==> src/rtl/map_loader.sv <==
// map_loader: streams a serial bit map into a WIDTH x HEIGHT grid, row-major, counting 1-cells.
// Define MAP_LOADER_VERIFY_EN to add a read-back pass that compares the grid's 1-count to ones_count.
module map_loader #(
  parameter int WIDTH  = 16,
  parameter int HEIGHT = 16,
  parameter int ADDR_W = 4,
  parameter int ADDR_H = 4
) (
  input  logic                     clk,
  input  logic                     rst,
  input  logic                     start,
  input  logic                     bit_in,
  input  logic                     bit_valid,
  output logic                     bit_ready,
  output logic                     mem_wr,
  output logic                     mem_rd,
  output logic [ADDR_W-1:0]        mem_addr_x,
  output logic [ADDR_H-1:0]        mem_addr_y,
  output logic                     mem_data_in,
  input  logic                     mem_data_out,
  output logic                     busy,
  output logic                     done,
  output logic [ADDR_W+ADDR_H:0]   ones_count,
  output logic                     err,
  output logic [1:0]               state_dbg
);

  localparam int CW = ADDR_W + ADDR_H + 1;

  typedef enum logic [1:0] {
    IDLE   = 2'd0,
    LOAD   = 2'd1,
    VERIFY = 2'd2,
    DONE   = 2'd3
  } state_t;

  state_t            state;
  logic [ADDR_W-1:0] x, x_nxt;
  logic [ADDR_H-1:0] y, y_nxt;
  logic              x_last, y_last;

  // Explicit wrap at WIDTH-1 / HEIGHT-1 so non-power-of-two grids scan correctly.
  assign x_last = (x == ADDR_W'(WIDTH - 1));
  assign y_last = (y == ADDR_H'(HEIGHT - 1));
  assign x_nxt  = x_last ? '0 : x + 1'b1;
  assign y_nxt  = x_last ? (y_last ? '0 : y + 1'b1) : y;

  // Handshake: a beat transfers on a rising edge where bit_valid & bit_ready;
  // bit_ready is high for the whole LOAD state, so the write strobe is just LOAD & bit_valid.
  assign bit_ready   = (state == LOAD);
  assign busy        = (state == LOAD) || (state == VERIFY);
  assign mem_wr      = (state == LOAD) && bit_valid;
  assign mem_data_in = bit_in;
  assign mem_addr_x  = x;
  assign mem_addr_y  = y;
  assign state_dbg   = state;

`ifdef MAP_LOADER_VERIFY_EN
  logic [CW-1:0] vsum;
  logic          err_q;
  assign mem_rd = (state == VERIFY);
  assign err    = err_q;
`else
  logic unused_rd;
  assign unused_rd = mem_data_out;
  assign mem_rd    = 1'b0;
  assign err       = 1'b0;
`endif

  always_ff @(posedge clk or posedge rst) begin
    if (rst) begin
      state      <= IDLE;
      x          <= '0;
      y          <= '0;
      ones_count <= '0;
      done       <= 1'b0;
`ifdef MAP_LOADER_VERIFY_EN
      vsum       <= '0;
      err_q      <= 1'b0;
`endif
    end else begin
      case (state)
        IDLE, DONE: begin
          if (start) begin
            state      <= LOAD;
            x          <= '0;
            y          <= '0;
            ones_count <= '0;
            done       <= 1'b0;
`ifdef MAP_LOADER_VERIFY_EN
            err_q      <= 1'b0;
`endif
          end
        end
        LOAD: begin
          if (bit_valid) begin
            ones_count <= ones_count + CW'(bit_in);
            x          <= x_nxt;
            y          <= y_nxt;
            if (x_last && y_last) begin
`ifdef MAP_LOADER_VERIFY_EN
              state <= VERIFY;
              vsum  <= '0;
`else
              state <= DONE;
              done  <= 1'b1;
`endif
            end
          end
        end
`ifdef MAP_LOADER_VERIFY_EN
        VERIFY: begin
          x <= x_nxt;
          y <= y_nxt;
          // The last cell's read data is folded in directly rather than through vsum.
          if (x_last && y_last) begin
            err_q <= ((vsum + CW'(mem_data_out)) != ones_count);
            state <= DONE;
            done  <= 1'b1;
          end else begin
            vsum <= vsum + CW'(mem_data_out);
          end
        end
`endif
        default: state <= IDLE;
      endcase
    end
  end

endmodule
==> config.mk <==
export PLATFORM = sky130hd
export DESIGN_NAME = map_loader
export DESIGN_NICKNAME = d
export VERILOG_FILES = /design/src/rtl/map_loader.sv
export SDC_FILE = /design/constraint.sdc
export NUM_CORES = 1
export LEC_CHECK = 0
export CAP_MARGIN = 20
export CORE_MARGIN = 2
export CORE_UTILIZATION = 59
export CTS_CLUSTER_DIAMETER = 150
export DETAILED_ROUTE_END_ITERATION = 10
export DONT_BUFFER_PORTS = 1
export GPL_ROUTABILITY_DRIVEN = 0
export GPL_TIMING_DRIVEN = 1
export PLACE_DENSITY = 0.8
export REMOVE_ABC_BUFFERS = 1
export SLEW_MARGIN = 25
export SYNTH_ARGS = -nofsm -noshare
export SYNTH_HDL_FRONTEND = slang
export SYNTH_SLANG_ARGS = --single-unit
==> constraint.sdc <==
create_clock -name clk -period 3.7 [get_ports clk]
set_input_delay 0.74 -clock clk [delete_from_list [all_inputs] [get_ports clk]]
set_output_delay 0.74 -clock clk [all_outputs]
set_load 0.005 [all_outputs]
==> results of run 1 <==
cells in the mapped netlist, drive strengths merged:
master  number  share of area
o22a         1         0.0076
buf          3          0.020
and4         1         0.0076
nand3b       1         0.0065
conb         1         0.0032
or4          3          0.020
o21ai        9          0.039
o31ai        1         0.0065
a21oi        2         0.0087
clkbuf       5          0.017
a22o         1         0.0076
nor4         4          0.022
mux2i        1         0.0087
dfrtp       20           0.43
nor4b        2          0.015
and3         1         0.0054
nor3         6          0.026
nand4b       2          0.015
xnor2        5          0.038
nand4        3          0.016
a22oi        2          0.013
nor2         7          0.023
nand2       15          0.049
ha           6          0.065
a211o        1         0.0076
a31oi        3          0.016
nor2b        2          0.011
and2         2          0.011
inv          7          0.023
or3          3          0.016
o21a         1         0.0065
a21o         3          0.020
nand3        4          0.017
per-stage QoR:
step | hold WS (ns) | utilization | area [µm²]
after floorplan | 0.488 | - | 1120
after global placement | 0.507 | 0.605 | 1150
after detailed placement | 0.530 | 0.605 | 1150
after CTS | 0.473 | 0.624 | 1190
after global routing | 0.527 | 0.624 | 1190
final | 0.447 | 0.624 | 1190
flip-flops by register name, indices dropped and copies added (netlist names):
| name | count |
|---|---|
| done | 1 |
| mem_addr_y | 4 |
| state_dbg | 2 |
| ones_count | 9 |
| mem_addr_x | 4 |
per-layer routing:
metal | GRT usage | vias to the layer above | part of all wire | routed length [µm]
met1 | 0.290 | 462 | 0.46 | 1060
met5 | 0 | - | 0 | 0
li1 | - | 449 | - | -
met2 | 0.334 | 38 | 0.47 | 1070
met4 | 0.103 | 0 | 0.011 | 25
met3 | 0.0481 | 4 | 0.061 | 139
area by class of cell:
type / count / area share
Clock buffer: 4 / 0.0306
Inverter: 7 / 0.0222
Multi-Input combinational cell: 94 / 0.497
Sequential cell: 20 / 0.422
Tap cell: 27 / 0.0285
worst max-delay path, delay by kind of cell (launching register included):
family,cells,cell delay (ns)
compound gates,1,0.17
fa+ha+maj,1,0.37
buf+inv,1,0.06
flops,1,0.42
simple gates,3,1.47
worst min path at each step:
stage / start / endpoint / depth (start not counted)
after detailed placement: ones_count[0] / ones_count[0] / 2
after floorplan: done / done / 1
after global placement: done / done / 1
after global routing: rst / state_dbg[0] / 1
final: rst / state_dbg[0] / 1
after CTS: rst / state_dbg[0] / 1
power groups by stage:
stage / Combinational, µW / Clock, µW / Sequential [µW]
global placement: 280 / 0 / 399
global route: 339 / 138 / 415
CTS: 296 / 129 / 398
floorplan: 240 / 0 / 376
finish: 296 / 126 / 398
detailed placement: 294 / 0 / 402
kinds of logic (layout without fill, tap and decap cells):
group                      after synthesis  in the layout  share of synthesized area
buffers and inverters                   15             11                     0.0596
DFF                                     20             20                      0.433
xor gates and xnor gates                 5              5                     0.0379
other                                    1              2                    0.00325
muxes                                    1              1                    0.00867
adders and majority gates                6              6                     0.0650
AOI/OAI and AO/OA                       24             24                      0.132
and+or+nand+nor                         56             56                      0.260
==> flow_metrics.py, run 1 <==
metrics = {
    "worst_hold_path": {
        "worstHoldPathType": "in -> async",
    },
    "cts": {
        "cts.root.buffer_cell": "sky130_fd_sc_hd__clkbuf_4",
        "ctsResizeCount": 0,
        "clk_pin_slew_ns": 0.11,
        "cts_max_level": 1,
        "clock_path_buffers": 2,
        "cts_tree": "done",
        "clk-insertion-delay-late_ns": 0.30,
        "cts_num_sinks": 20,
        "tritoncts.num_buffers": 3,
        "cts_hold_buf": 0,
        "post_cts_buffers": 0,
    },
    "timing": {
        "max_freq_mhz": 388,
        "postLayoutSetupSlackWorst_ns": 1.12,
        "max_slew.worst_pin.slew_ns": 0.996,
        "tns_ns": 0,
        "max_slew_margin": 0.335,
        "finalHoldViolCount": 0,
        "setup_viol_count_final": 0,
        "period_minus_slack_ns": 2.58,
        "grt_setup_unrepaired": "no",
        "final_max_tran_viols": 0,
        "clock_skew_ns": 0.00224,
        "period_share": 0.697,
    },
    "yosys": {
        "synth_seq_cells": 20,
        "synthesis.yosys.warnings": 0,
        "ys_seq_area_frac": 0.433,
        "synthCells": 128,
        "yosys.cell_types.count": 34,
        "netlist_area_mm2": 0.00115,
        "post_synth.cell_area_avg_um2": 9.02,
    },
    "critical_path": {
        "worst_r2r_endpoint": "ones_count[8]",
        "sort_of_element_at_the_start_of_the_critical_path": "flop",
        "setup.reg_to_reg.worst_slack_ns": 1.12,
        "cp_slowest_stage_delay_ns": 0.56,
        "worst-setup-path-type": "reg -> reg",
        "reg2reg_from": "state_dbg[1]",
        "slowest_stage": "sky130_fd_sc_hd__or3_1",
        "worst_setup_path_end_kind": "flop",
        "worst_path_arrival_ns": 2.80,
        "crit_path_end": "ones_count[8]",
        "crit_path_start": "state_dbg[1]",
        "critPathRequiredTime_ns": 3.92,
        "critical_path_cell_list": "inv_1 > ha_1 > nor2b_1 > or3_1 > or4_1 > a21oi_1",
        "r2r_cells": 6,
        "crit_fanout": 14,
    },
    "final_layout": {
        "final_cell_mix": "sky130_fd_sc_hd__dfrtp_1, sky130_fd_sc_hd__nand2_1, sky130_fd_sc_hd__o21ai_0, sky130_fd_sc_hd__nor2_1, sky130_fd_sc_hd__inv_1",
        "leading_cell_type_in_the_layout_fill_and_taps_excluded": "sky130_fd_sc_hd__dfrtp_1",
        "final_layout_size_suffix_gt1_frac": 0.0320,
        "fillers": 164,
        "seqCellArea_um2": 500,
        "design.final.nets": 138,
        "multi_input_area_um2": 589,
        "post_synthesis_to_final_layout_area_growth_pct": 2.71,
        "num_antenna_cells": 0,
        "finalNonFillerCells": 152,
    },
    "grt": {
        "maximum_number_of_pins_on_one_net_before_global_route_repair": 21,
        "gr-usage-all-layers": 0.217,
        "initial_antenna_violation_count": 0,
        "grt.overflow.total": 0,
        "grt_pass1_wl_um": 3550,
        "grt_pass1_vias": 851,
    },
    "floorplanning": {
        "die_x_um": 48.2,
        "core_mm2": 0.00190,
        "fp.dieArea_mm2": 0.00233,
        "boundaryPins": 32,
        "initial_utilization": 0.607,
        "placementRows": 16,
        "floorplan.die.height_um": 48.2,
    },
    "power": {
        "vdd_ir_drop_max_mv": 0.377,
        "total_power_uw": 821,
        "p_switching_uw": 346,
        "swShare": 0.421,
        "pwr_cell_area_mw_per_mm2": 692,
        "power.combinational.fraction": 0.361,
        "seq_power_share": 0.485,
        "internal-power_uw": 475,
        "share_clk_of_total_power": 0.154,
        "power.static_leakage_uw": 0.000528,
    },
    "drt": {
        "post_drt_wl_per_cell_um": 15.0,
        "detail_route.first_pass.iterations": 4,
        "drtIter0Drc": 22,
        "wirelength_um": 2290,
        "route.vias.total": 953,
        "post-route-drc-count": 0,
        "avgViaCountPerCell": 6.27,
        "antenna_viol_nets_final": 0,
    },
    "placed_design": {
        "place_inst": 148,
        "pre_cts_slack_ns": 1.20,
        "io_buffers": 0,
        "dp_hpwl_um": 1630,
    },
    "outcome": {
        "status": "completed",
    },
    "run": {
        "drv.max_cap_violation_count": 0,
    },
}
No activity file was read; power rests on OpenSTA's default activity.
==> run 2: changes to the inputs <==
Settings changed: CORE_UTILIZATION 59 to 55, PLACE_DENSITY 0.8 to 0.78.
Clock period 3.7 ns to 2.25 ns, I/O delays scaled along.
==> run 2 against run 1 <==
Net effect:
- largest power group unchanged
- combinational power increased by 74%
- fmax increased by 20%
- utilization increased by 1.2 points
- sequential share of layout area decreased by 2.1 points
- total power increased by 78%
- routed wire length increased by 5.2%
- clock power increased by 130%
- cell count increased by 3.9%
- critical path type unchanged
- setup slack got worse by 1.0 ns
- largest cell class unchanged
==> flow_metrics.py, run 2 (same netlist as run 1, synthesis figures left out) <==
metrics = {
    "cts": {
        "cts_max_level": 1,
        "tritoncts.num_buffers": 3,
        "clock_path_buffers": 2,
        "cts.root.buffer_cell": "sky130_fd_sc_hd__clkbuf_4",
        "post_cts_buffers": 0,
        "ctsResizeCount": 0,
        "cts_tree": "done",
        "cts_num_sinks": 20,
        "cts_hold_buf": 0,
        "clk_pin_slew_ns": 0.12,
        "clk-insertion-delay-late_ns": 0.30,
    },
    "power": {
        "pwr_cell_area_mw_per_mm2": 1170,
        "swShare": 0.393,
        "share_clk_of_total_power": 0.201,
        "power.combinational.fraction": 0.352,
        "power.static_leakage_uw": 0.000565,
        "total_power_uw": 1460,
        "internal-power_uw": 887,
        "p_switching_uw": 575,
        "vdd_ir_drop_max_mv": 0.737,
        "seq_power_share": 0.446,
    },
    "timing": {
        "grt_setup_unrepaired": "no",
        "final_max_tran_viols": 0,
        "max_slew_margin": 0.493,
        "setup_viol_count_final": 0,
        "period_minus_slack_ns": 2.15,
        "finalHoldViolCount": 0,
        "tns_ns": 0,
        "clock_skew_ns": 0.00132,
        "max_slew.worst_pin.slew_ns": 0.760,
        "max_freq_mhz": 465,
        "period_share": 0.956,
        "fin_hold_ws_ns": 0.156,
    },
    "final_layout": {
        "flip_flop_count_of_the_largest_register_all_copies_and_words_added": 9,
        "fillers": 179,
        "final_layout_size_suffix_gt1_frac": 0.0763,
        "largest-register": "ones_count",
        "post_synthesis_to_final_layout_area_growth_pct": 8.02,
        "final_core_utilization": 0.636,
        "leading_cell_type_in_the_layout_fill_and_taps_excluded": "sky130_fd_sc_hd__dfrtp_1",
        "final_cell_mix": "sky130_fd_sc_hd__dfrtp_1, sky130_fd_sc_hd__nand2_1, sky130_fd_sc_hd__o21ai_0, sky130_fd_sc_hd__nor2_1, sky130_fd_sc_hd__inv_1",
        "num_antenna_cells": 0,
        "design.final.nets": 144,
    },
    "grt": {
        "grt_pass1_vias": 992,
        "initial_antenna_violation_count": 0,
        "grt.overflow.total": 0,
        "maximum_number_of_pins_on_one_net_before_global_route_repair": 21,
        "grt_pass1_wl_um": 4250,
        "gr-usage-all-layers": 0.222,
    },
    "critical_path": {
        "worst_setup_path_end_kind": "flop",
        "worst_path_arrival_ns": 2.39,
        "cp_slowest_stage_delay_ns": 0.54,
        "sort_of_element_at_the_start_of_the_critical_path": "flop",
        "worst-setup-path-type": "reg -> reg",
        "crit_fanout": 8,
        "critical_path_cell_list": "inv_1 > ha_1 > nor2b_1 > or3_1 > or4_1 > a21oi_1",
        "critPathRequiredTime_ns": 2.49,
        "slowest_stage": "sky130_fd_sc_hd__or4_1",
        "r2r_cells": 6,
    },
    "floorplanning": {
        "boundaryPins": 32,
        "initial_utilization": 0.589,
        "placementRows": 16,
        "floorplan.die.height_um": 49.8,
        "core_mm2": 0.00196,
        "die_x_um": 49.8,
        "fp.dieArea_mm2": 0.00248,
    },
    "run": {
        "drv.max_cap_violation_count": 0,
    },
    "drt": {
        "detail_route.first_pass.iterations": 4,
        "route.vias.total": 955,
        "avgViaCountPerCell": 6.04,
        "post-route-drc-count": 0,
        "antenna_viol_nets_final": 0,
        "wirelength_um": 2410,
        "drtIter0Drc": 14,
        "post_drt_wl_per_cell_um": 15.2,
    },
    "placed_design": {
        "dp_hpwl_um": 1810,
        "io_buffers": 0,
    },
    "worst_hold_path": {
        "worstHoldPathType": "in -> async",
    },
    "outcome": {
        "status": "completed",
    },
}
[run 2: cell count changes in the layout (fill, tap and decap cells not counted)]
| cell | delta |
|---|---|
| sky130_fd_sc_hd__buf_4 | +6 |
| sky130_fd_sc_hd__bufinv_16 | +1 |
| sky130_fd_sc_hd__clkbuf_8 | -1 |
[run 2: worst paths after layout]
path,startpoint,endpoint,slack (ns)
worst min register to register,done,done,0.54
worst min-delay path,rst,mem_addr_x[2],0.16
worst max register to register,state_dbg[0],ones_count[8],0.1
worst max-delay path,state_dbg[0],ones_count[8],0.1
max in group asynchronous,rst,ones_count[1],1.62
min in group clk,bit_in,ones_count[0],0.45
[run 2: per-layer routing]
layer | vias to the layer above | global-route usage | share of wire
met5 | - | 0 | 0
met4 | 0 | 0.0972 | 0.0062
met3 | 2 | 0.0455 | 0.056
met2 | 31 | 0.362 | 0.49
met1 | 459 | 0.283 | 0.45
li1 | 463 | - | -
[run 2: critical path: cells and delay by family (launching register included)]
| kind | cells | cell delay (ns) |
|---|---|---|
| and+or+nand+nor | 3 | 1.12 |
| DFF | 1 | 0.41 |
| adders and majority gates | 1 | 0.33 |
| AOI/OAI and AO/OA | 1 | 0.15 |
| buffers and inverters | 1 | 0.08 |
[run 2: area by class of cell]
| class | instances | area, µm² | share of cell area |
|---|---|---|---|
| Multi-Input combinational cell | 94 | 589 | 0.472 |
| Sequential cell | 20 | 500 | 0.401 |
| Inverter | 7 | 26.3 | 0.0211 |
| Clock buffer | 3 | 22.5 | 0.0181 |
| Tap cell | 27 | 33.8 | 0.0271 |
| Timing Repair Buffer | 6 | 45.0 | 0.0361 |
| Clock inverter | 1 | 30.0 | 0.0241 |
[run 2: per-stage QoR]
stage | std cells | worst slack [ns] | cell area (µm²)
2_1_floorplan | 121 | 0.0428 | 1120
4_1_cts | 158 | 0.0957 | 1250
6_report | 158 | 0.0990 | 1250
3_3_place_gp | 154 | 0.194 | 1190
5_1_grt | 158 | 0.00680 | 1250
3_5_place_dp | 154 | 0.130 | 1190
[run 2: power groups by stage]
| stage | Clock [µW] | Combinational, µW | Sequential [µW] |
|---|---|---|---|
| after floorplan | 0 | 395 | 619 |
| after global placement | 0 | 494 | 653 |
| after detailed placement | 0 | 515 | 662 |
| after CTS | 302 | 519 | 654 |
| after global routing | 315 | 606 | 683 |
| final | 294 | 515 | 652 |
==> run 3: changes to the inputs <==
Settings changed: CORE_UTILIZATION 55 to 40, PLACE_DENSITY 0.78 to 0.61.
==> run 3 against run 2 <==
Net effect:
- via count fell by 0.63%
- setup slack better by 0.058 ns
- utilization decreased by 19 points
- design area decreased by 2.0%
- worst hold slack better by 0.0054 ns
- routed wire length is 5.2% higher
- die area up 34%
- non-clock buffer count did not move
- cell count is 1.9% higher
- sequential cell count unchanged
- clock skew increased by 0.0063 ns
- global-route usage down 5.2 points
- critical path type unchanged
==> flow_metrics.py, run 3 (same netlist as run 1, synthesis figures left out) <==
metrics = {
    "outcome": {
        "status": "completed",
    },
    "critical_path": {
        "crit_path_end": "ones_count[8]",
        "worst-setup-path-type": "reg -> reg",
        "worst_path_arrival_ns": 2.32,
        "critical_path_cell_list": "inv_1 > ha_1 > nor2b_1 > or3_1 > or4_1 > a21oi_1",
        "cp_slowest_stage_delay_ns": 0.52,
        "reg2reg_from": "state_dbg[0]",
        "slowest_stage": "sky130_fd_sc_hd__or4_1",
        "worst_r2r_endpoint": "ones_count[8]",
        "crit_buf_inv": 1,
        "r2r_cells": 6,
        "crit_fanout": 4,
        "critical_path_cell_count": 6,
        "critPathRequiredTime_ns": 2.48,
        "worst_setup_path_end_kind": "flop",
        "crit_path_start": "state_dbg[0]",
        "sort_of_element_at_the_start_of_the_critical_path": "flop",
        "critical_path.top_delay_family": "simple AND/OR/NAND/NOR gates",
        "setup.reg_to_reg.worst_slack_ns": 0.16,
    },
    "cts": {
        "cts_tree": "done",
        "post_cts_buffers": 0,
        "clk-insertion-delay-late_ns": 0.30,
        "cts_num_sinks": 20,
        "tritoncts.num_buffers": 3,
        "cts_max_level": 1,
        "cts_hold_buf": 0,
        "clk_pin_slew_ns": 0.12,
        "ctsResizeCount": 0,
        "clock_path_buffers": 2,
        "cts.root.buffer_cell": "sky130_fd_sc_hd__clkbuf_4",
    },
    "final_layout": {
        "design.final.nets": 144,
        "flip_flop_count_of_the_largest_register_all_copies_and_words_added": 9,
        "leading_cell_type_in_the_layout_fill_and_taps_excluded": "sky130_fd_sc_hd__dfrtp_1",
        "final_layout_size_suffix_gt1_frac": 0.0692,
        "largest-register": "ones_count",
        "num_antenna_cells": 0,
        "fillers": 278,
        "post_synthesis_to_final_layout_area_growth_pct": 5.85,
        "final_cell_mix": "sky130_fd_sc_hd__dfrtp_1, sky130_fd_sc_hd__nand2_1, sky130_fd_sc_hd__o21ai_0, sky130_fd_sc_hd__nor2_1, sky130_fd_sc_hd__inv_1",
        "final_core_utilization": 0.443,
    },
    "floorplanning": {
        "initial_utilization": 0.419,
        "fp.dieArea_mm2": 0.00333,
        "boundaryPins": 32,
        "floorplan.die.height_um": 57.7,
        "core_mm2": 0.00276,
        "die_x_um": 57.7,
        "placementRows": 19,
    },
    "grt": {
        "maximum_number_of_pins_on_one_net_before_global_route_repair": 21,
        "grt_pass1_wl_um": 4430,
        "grt.overflow.total": 0,
        "grt_pass1_vias": 922,
        "initial_antenna_violation_count": 0,
        "gr-usage-all-layers": 0.170,
    },
    "timing": {
        "final_max_tran_viols": 0,
        "tns_ns": 0,
        "postLayoutSetupSlackWorst_ns": 0.157,
        "clock_skew_ns": 0.00758,
        "grt_setup_unrepaired": "no",
        "finalHoldViolCount": 0,
        "max_freq_mhz": 478,
        "period_minus_slack_ns": 2.09,
        "period_share": 0.930,
        "max_slew_margin": 0.478,
        "max_slew.worst_pin.slew_ns": 0.782,
        "setup_viol_count_final": 0,
    },
    "worst_hold_path": {
        "worstHoldPathType": "in -> async",
    },
    "drt": {
        "avgViaCountPerCell": 5.89,
        "post_drt_wl_per_cell_um": 15.7,
        "route.vias.total": 949,
        "post-route-drc-count": 0,
        "drtIter0Drc": 22,
        "wirelength_um": 2530,
        "antenna_viol_nets_final": 0,
        "detail_route.first_pass.iterations": 4,
    },
    "run": {
        "drv.max_cap_violation_count": 0,
    },
    "power": {
        "pwr_cell_area_mw_per_mm2": 1100,
        "power.static_leakage_uw": 0.000551,
        "vdd_ir_drop_max_mv": 0.540,
    },
    "placed_design": {
        "io_buffers": 0,
        "pre_cts_slack_ns": 0.199,
        "dp_hpwl_um": 1780,
    },
}
[run 3: changes by cell type in the layout (fill, tap and decap cells not counted)]
cell | previous run | this run
sky130_fd_sc_hd__bufinv_16 | 1 | 0
[run 3: routing by layer]
layer,track usage,vias to the layer above,part of all wire
met3,0.0313,5,0.049
met5,0,-,0
met2,0.242,32,0.43
met4,0.0864,0,0.019
li1,-,460,-
met1,0.248,452,0.50
[run 3: metrics by stage]
| stage | std cells | cell area, µm² | power [µW] | hold WS, ns |
|---|---|---|---|---|
| global route | 161 | 1220 | 1480 | 0.239 |
| global placement | 158 | 1200 | 1160 | 0.513 |
| detailed placement | 158 | 1200 | 1180 | 0.526 |
| CTS | 161 | 1220 | 1360 | 0.201 |
| floorplan | 121 | 1120 | 1010 | 0.414 |
| finish | 161 | 1220 | 1350 | 0.162 |
[run 3: power breakdown]
group	switching [µW]	internal, µW	total, µW
combinational	280	233	514
clock	113	62.5	175
sequential	184	475	659
total	578	770	1350
[run 3: worst min-delay path by stage]
| stage | end | slack (ns) | depth (start not counted) |
|---|---|---|---|
| floorplan | done | 0.41 | 1 |
| global placement | done | 0.51 | 1 |
| detailed placement | done | 0.53 | 1 |
| CTS | state_dbg[0] | 0.20 | 1 |
| global route | state_dbg[0] | 0.24 | 1 |
| finish | state_dbg[0] | 0.16 | 1 |
[run 3: worst register-to-register path, stage by stage, from the launching register on]
cell                      delay, ns
sky130_fd_sc_hd__dfrtp_1       0.41
sky130_fd_sc_hd__inv_1         0.07
sky130_fd_sc_hd__ha_1          0.33
sky130_fd_sc_hd__nor2b_1       0.15
sky130_fd_sc_hd__or3_1         0.38
sky130_fd_sc_hd__or4_1         0.52
sky130_fd_sc_hd__a21oi_1       0.16
[run 3: area by class of cell]
class,instances,area (µm²),area share
clock buffer,3,22.5,0.0184
timing repair buffer,6,45.0,0.0368
multi-input combinational,94,589,0.482
inverter,7,26.3,0.0215
sequential,20,500,0.409
tap,31,38.8,0.0317
